File: config.mk
export PLATFORM = sky130hd
export DESIGN_NAME = rstc_seq
export DESIGN_NICKNAME = d
export VERILOG_FILES = /design/src/rtl/rstc_seq.sv
export SDC_FILE = /design/constraint.sdc
export NUM_CORES = 1
export LEC_CHECK = 0
export CELL_PAD_IN_SITES_DETAIL_PLACEMENT = 2
export CELL_PAD_IN_SITES_GLOBAL_PLACEMENT = 2
export CORE_ASPECT_RATIO = 1.2
export CORE_MARGIN = 4
export CORE_UTILIZATION = 29
export DETAILED_ROUTE_END_ITERATION = 10
export HOLD_SLACK_MARGIN = 0.08
export PLACE_DENSITY = 0.7
export SYNTH_ARGS = -nofsm -noshare
export SYNTH_HDL_FRONTEND = slang
export SYNTH_SLANG_ARGS = --single-unit
File: constraint.sdc
create_clock -name clk -period 1.8 [get_ports clk]
set_clock_uncertainty 0.1 [all_clocks]
set_input_delay 0.18 -clock clk [delete_from_list [all_inputs] [get_ports clk]]
set_output_delay 0.18 -clock clk [all_outputs]
set_load 0.05 [all_outputs]
File: src/rtl/rstc_seq.sv
// Reset sequencer: merges filtered, maskable reset requests into
// stretched, staggered active-low domain resets with a sticky cause log.
module rstc_seq #(
   parameter int                 NUM_SRC   = 4,
   parameter logic [NUM_SRC-1:0] FILT_MASK = 4'b0001,
   parameter int                 FILT_W    = 8,
   parameter int                 HOLD_CYC  = 16,
   parameter int                 NUM_OUT   = 3,
   parameter int                 STAGE_GAP = 4
) (
   input  logic               clk,
   input  logic               rst,
   input  logic [NUM_SRC-1:0] src_req,
   input  logic [NUM_SRC-1:0] src_en,
   input  logic               cause_clr,
   output logic [NUM_OUT-1:0] rst_n_out,
   output logic [NUM_SRC-1:0] cause,
   output logic               busy
);

   localparam int HW = $clog2(HOLD_CYC);
   localparam int GW = $clog2(STAGE_GAP) + 1;
   localparam int SW = $clog2(NUM_OUT) + 1;

   localparam logic [HW-1:0] H_END = HW'(HOLD_CYC - 1);
   localparam logic [GW-1:0] G_END = GW'(STAGE_GAP - 1);
   localparam logic [SW-1:0] S_END = SW'(NUM_OUT - 1);

   typedef enum logic [1:0] {
      HOLD,
      RELEASE,
      RUN
   } state_t;

   state_t state, state_nxt;

   logic [HW-1:0]      hcnt, hcnt_nxt;
   logic [GW-1:0]      gcnt, gcnt_nxt;
   logic [SW-1:0]      stg, stg_nxt;
   logic [NUM_SRC-1:0] s1, s2, qual;
   logic [NUM_OUT-1:0] rst_n_nxt;
   logic               busy_nxt;
   logic               evt;

   always_ff @(posedge clk or posedge rst) begin
      if (rst) begin
         s1 <= '0;
         s2 <= '0;
      end else begin
         s1 <= src_req;
         s2 <= s1;
      end
   end

   // Filtered sources qualify only after a saturated run of high samples
   for (genvar i = 0; i < NUM_SRC; i++) begin : g_src
      if (FILT_MASK[i]) begin : g_filt
         logic [FILT_W-1:0] fcnt;

         always_ff @(posedge clk or posedge rst) begin
            if (rst)
               fcnt <= '0;
            else if (!s2[i])
               fcnt <= '0;
            else if (fcnt != '1)
               fcnt <= fcnt + 1'b1;
         end

         assign qual[i] = s2[i] & (&fcnt);
      end else begin : g_raw
         assign qual[i] = s2[i];
      end
   end

   assign evt = |(qual & src_en);

   always_ff @(posedge clk or posedge rst) begin
      if (rst) begin
         state     <= HOLD;
         hcnt      <= '0;
         gcnt      <= '0;
         stg       <= '0;
         rst_n_out <= '0;
         busy      <= 1'b1;
         cause     <= '0;
      end else begin
         state     <= state_nxt;
         hcnt      <= hcnt_nxt;
         gcnt      <= gcnt_nxt;
         stg       <= stg_nxt;
         rst_n_out <= rst_n_nxt;
         busy      <= busy_nxt;
         cause     <= (cause_clr ? '0 : cause) | (qual & src_en);
      end
   end

   always_comb begin
      state_nxt = state;
      hcnt_nxt  = hcnt;
      gcnt_nxt  = gcnt;
      stg_nxt   = stg;
      unique case (state)
         HOLD: begin
            if (evt) begin
               hcnt_nxt = '0;
            end else if (hcnt == H_END) begin
               hcnt_nxt = '0;
               gcnt_nxt = '0;
               if (NUM_OUT == 1) begin
                  state_nxt = RUN;
               end else begin
                  state_nxt = RELEASE;
                  stg_nxt   = SW'(1);
               end
            end else begin
               hcnt_nxt = hcnt + 1'b1;
            end
         end
         RELEASE: begin
            if (evt) begin
               state_nxt = HOLD;
               hcnt_nxt  = '0;
               gcnt_nxt  = '0;
               stg_nxt   = '0;
            end else if (gcnt == G_END) begin
               gcnt_nxt = '0;
               stg_nxt  = stg + 1'b1;
               if (stg == S_END)
                  state_nxt = RUN;
            end else begin
               gcnt_nxt = gcnt + 1'b1;
            end
         end
         RUN: begin
            if (evt) begin
               state_nxt = HOLD;
               hcnt_nxt  = '0;
               gcnt_nxt  = '0;
               stg_nxt   = '0;
            end
         end
         default: begin
            state_nxt = HOLD;
            hcnt_nxt  = '0;
            gcnt_nxt  = '0;
            stg_nxt   = '0;
         end
      endcase
   end

   // Outputs decode the next state so the reset pins come straight from flops
   always_comb begin
      busy_nxt  = (state_nxt != RUN);
      rst_n_nxt = '0;
      for (int j = 0; j < NUM_OUT; j++) begin
         rst_n_nxt[j] = (state_nxt == RUN) ||
                        ((state_nxt == RELEASE) && (SW'(j) < stg_nxt));
      end
   end

endmodule

==> flow_metrics.tcl, run 1 <==
set metrics [dict create \
    setup.worst_path.end_class "flip-flop" \
    p_comb_share_pct 11.2 \
    hold_path.class "in2async" \
    powerDensity_nw_per_um2 637 \
    preCtsSetupSlack_ns -0.388 \
    grt_first_pass_wirelength_mm 9.17 \
    io_pins 19 \
    status "finished with violations" \
    synthesis.area_um2 1730 \
    setup_tns_ns -0.470 \
    syn_avg_cell_area_um2 10.9 \
    antenna_left 0 \
    htreeDepth 2 \
    drtPass1Iterations 4 \
    die-area_um2 7260 \
    swShare_pct 25.2 \
    pwr-share-clk_pct 35.2 \
    core-area_um2 5710 \
    crit_fanout 4 \
    period_minus_slack_ns 1.92 \
    ys_top_cells_by_count "35 x dfrtp_1, 11 x inv_1, 10 x nand2_1, 10 x nor2_1, 10 x o21ai_0" \
    gr-usage-all-layers_pct 15.9 \
    reg2reg_to "rst_n_out[0]$_DFF_PP0_" \
    finalCritPeriodShare_pct 107 \
    path_clk_slew_ns 0.07 \
    cts_buffer_depth 2 \
    fmax_mhz 520 \
    synthFlopType "dfrtp_1" \
    drcViolationCount 0 \
    wl_mm 5.11 \
    syn2layout_area_growth_pct 44.6 \
    max_slew_margin_pct 65.5 \
    hold_viol 0 \
    criticalPathCategory "reg2reg" \
    pwr-share-seq_pct 53.6 \
    wl_per_cell_um 16.6 \
    setup_slack_ns -0.124 \
    clock-sinks 36 \
    power_leakage_uw 0.00116 \
    yosysTopAreaCellShare_pct 50.7 \
    finalInstanceArea_um2 2500 \
    synthArstFlopShare_pct 100 \
    grt_overflow 0 \
    start_util_pct 30.3 \
    n_antenna_cell 0 \
    vias_per_cell 4.85 \
    synth.most_common_cell "dfrtp_1" \
    tightest_slew_ns 0.515 \
    ir_worst_vdd_mv 0.303 \
    p_int_uw 1190 \
    synth_edf_count 0 \
    ys_seq_area_share_pct 52.2 \
    power_switching_uw 400 \
    multi_input_area_um2 871 \
    fin_util_pct 43.8 \
    placementRows 30 \
    regArea_um2 903 \
    synth_top_cell_by_area "dfrtp_1" \
    finalSetupViolations 6 \
    gp_congestion 0.828 \
    crit_required_ns 1.86 \
    rsz0062_at_grt "true" \
    synthDistinctLibCells 45 \
    drive_gt1_share_pct 34.8 \
    die_y_um 92.5 \
    numCtsBuffers 5 \
    cts_hold_buf 0 \
    start_kind "flip-flop" \
    nets 246 \
    worstReg2RegStart "s2[1]$_DFF_PP0_" \
    drtIter0Drc 62 \
    root_buffer "clkbuf_8" \
    placed_area_um2 2300 \
    ff2ff_setup_slack_ns -0.12 \
    syn_nets 179 \
    rr_worst_depth 7 \
    io_buffers 18 \
    arrival_ns 1.99 \
    grt_max_degree 37 \
    fillers 622 \
    vias 1488 \
    antenna_found_initial 0 \
    maxSlewViolCount 0 \
    grt_pass1_vias 1826 \
    insertion_delay_ns 0.28 \
    drv_cap 0 \
    chipWidth_um 78.4 \
    synthTopCellsByArea "dfrtp_1 51%, ha_1 6.5%, o21ai_0 2.9%" \
    violations "setup timing" \
    yosysWarnings 0 \
    synth-seq-cells 36 \
    cts_tree "done" \
    dp_hpwl_mm 3.77 \
    netlist_instances 159 \
]
-- state kept, by name, indices dropped and copies added, names as in the netlist, 3 cells and up --
register and flops:
s1 4, hcnt 4, gcnt 3, stg 3, g_src.g_filt.fcnt 8, s2 4, rst_n_out 3, cause 4
-- layout by cell type (no fill, tap or decap), drive strengths merged, types with 6 or more instances in the layout --
cell type	Yosys	routed
clkdlybuf4s50	0	12
inv	11	11
a21oi	7	7
o21ai	14	14
ha	9	9
buf	1	49
clkbuf	0	7
dfrtp	35	35
nand2	11	11
and2	6	6
nor2	10	10
-- power by group through the flow --
stage	registers (µW)	clock network, µW	logic [µW]
global placement	864	0	160
CTS	853	574	173
floorplan	888	0	53.2
finish	853	559	178
detailed placement	868	0	169
global route	857	622	198
-- worst max path at each step --
stage                       start                      to  depth (start not counted)
6_report          s2[1]$_DFF_PP0_  rst_n_out[0]$_DFF_PP0_                          7
5_1_grt        state[0]$_DFF_PP0_  rst_n_out[0]$_DFF_PP0_                          7
4_1_cts           s2[1]$_DFF_PP0_  rst_n_out[0]$_DFF_PP0_                          7
3_5_place_dp            src_en[1]  rst_n_out[2]$_DFF_PP0_                          8
3_3_place_gp            src_en[1]  rst_n_out[0]$_DFF_PP0_                          8
2_1_floorplan     s2[1]$_DFF_PP0_  rst_n_out[0]$_DFF_PP0_                          6
-- layout make-up --
class                           instances  share of cell area, %
Multi-Input combinational cell        111                   34.9
Clock buffer                            7                   3.06
Tap cell                               80                   4.01
Timing Repair Buffer                   61                   20.0
Sequential cell                        36                   36.2
Inverter                               11                   1.65
Clock inverter                          1                  0.200
-- critical path, stage by stage, from the launching register on --
cell	delay [ns]
dfrtp_1	0.38
a222oi_1	0.32
buf_4	0.18
and2_4	0.16
nand2_4	0.09
o311ai_4	0.29
nand2b_4	0.21
o21ai_1	0.08
-- kinds of logic after synthesis --
kind of cell,synth area share (%)
AOI/OAI and AO/OA,17.2
xor gates and xnor gates,2.03
adders and majority gates,6.52
buffers and inverters,2.68
DFF,52.2
muxes,0.652
and+or+nand+nor,18.6
-- what timing repair did --
| action | CTS | global route |
|---|---|---|
| buffers inserted | 6 | 1 |
| pin swaps | 12 | 0 |
| endpoints found under the hold margin | 0 | 0 |
| setup endpoints to repair | 9 | 11 |
| gates resized for setup | 11 | 6 |
-- metal layers --
metal  vias to the layer above  global-route usage (%)  part of all wire (%)
li1                        706                       -                     -
met1                       753                    17.3                    38
met2                        18                    30.6                    58
met3                        11                    2.53                   1.9
met4                         0                    5.98                   2.1
met5                         -                       0                     0
-- metrics by stage --
stage                     hold slack, ns  cells  power, µW
after global routing               0.196    307       1680
after detailed placement           0.238    293       1040
after CTS                          0.158    306       1600
after global placement             0.236    293       1020
final                              0.153    307       1590
after floorplan                    0.111    159        941
Note: power is estimated with default switching activity, not from simulation.
==> run 2: changes to the inputs <==
--- a/config.mk
+++ b/config.mk
@@ -5,6 +5,7 @@
 export SDC_FILE = /design/constraint.sdc
 export NUM_CORES = 1
 export LEC_CHECK = 0
+export ABC_CLOCK_PERIOD_IN_PS = 1800
 export CELL_PAD_IN_SITES_DETAIL_PLACEMENT = 2
 export CELL_PAD_IN_SITES_GLOBAL_PLACEMENT = 2
 export CORE_ASPECT_RATIO = 1.2
==> results of run 2 <==
Final layout, timing and power as in run 1 (identical DEF).
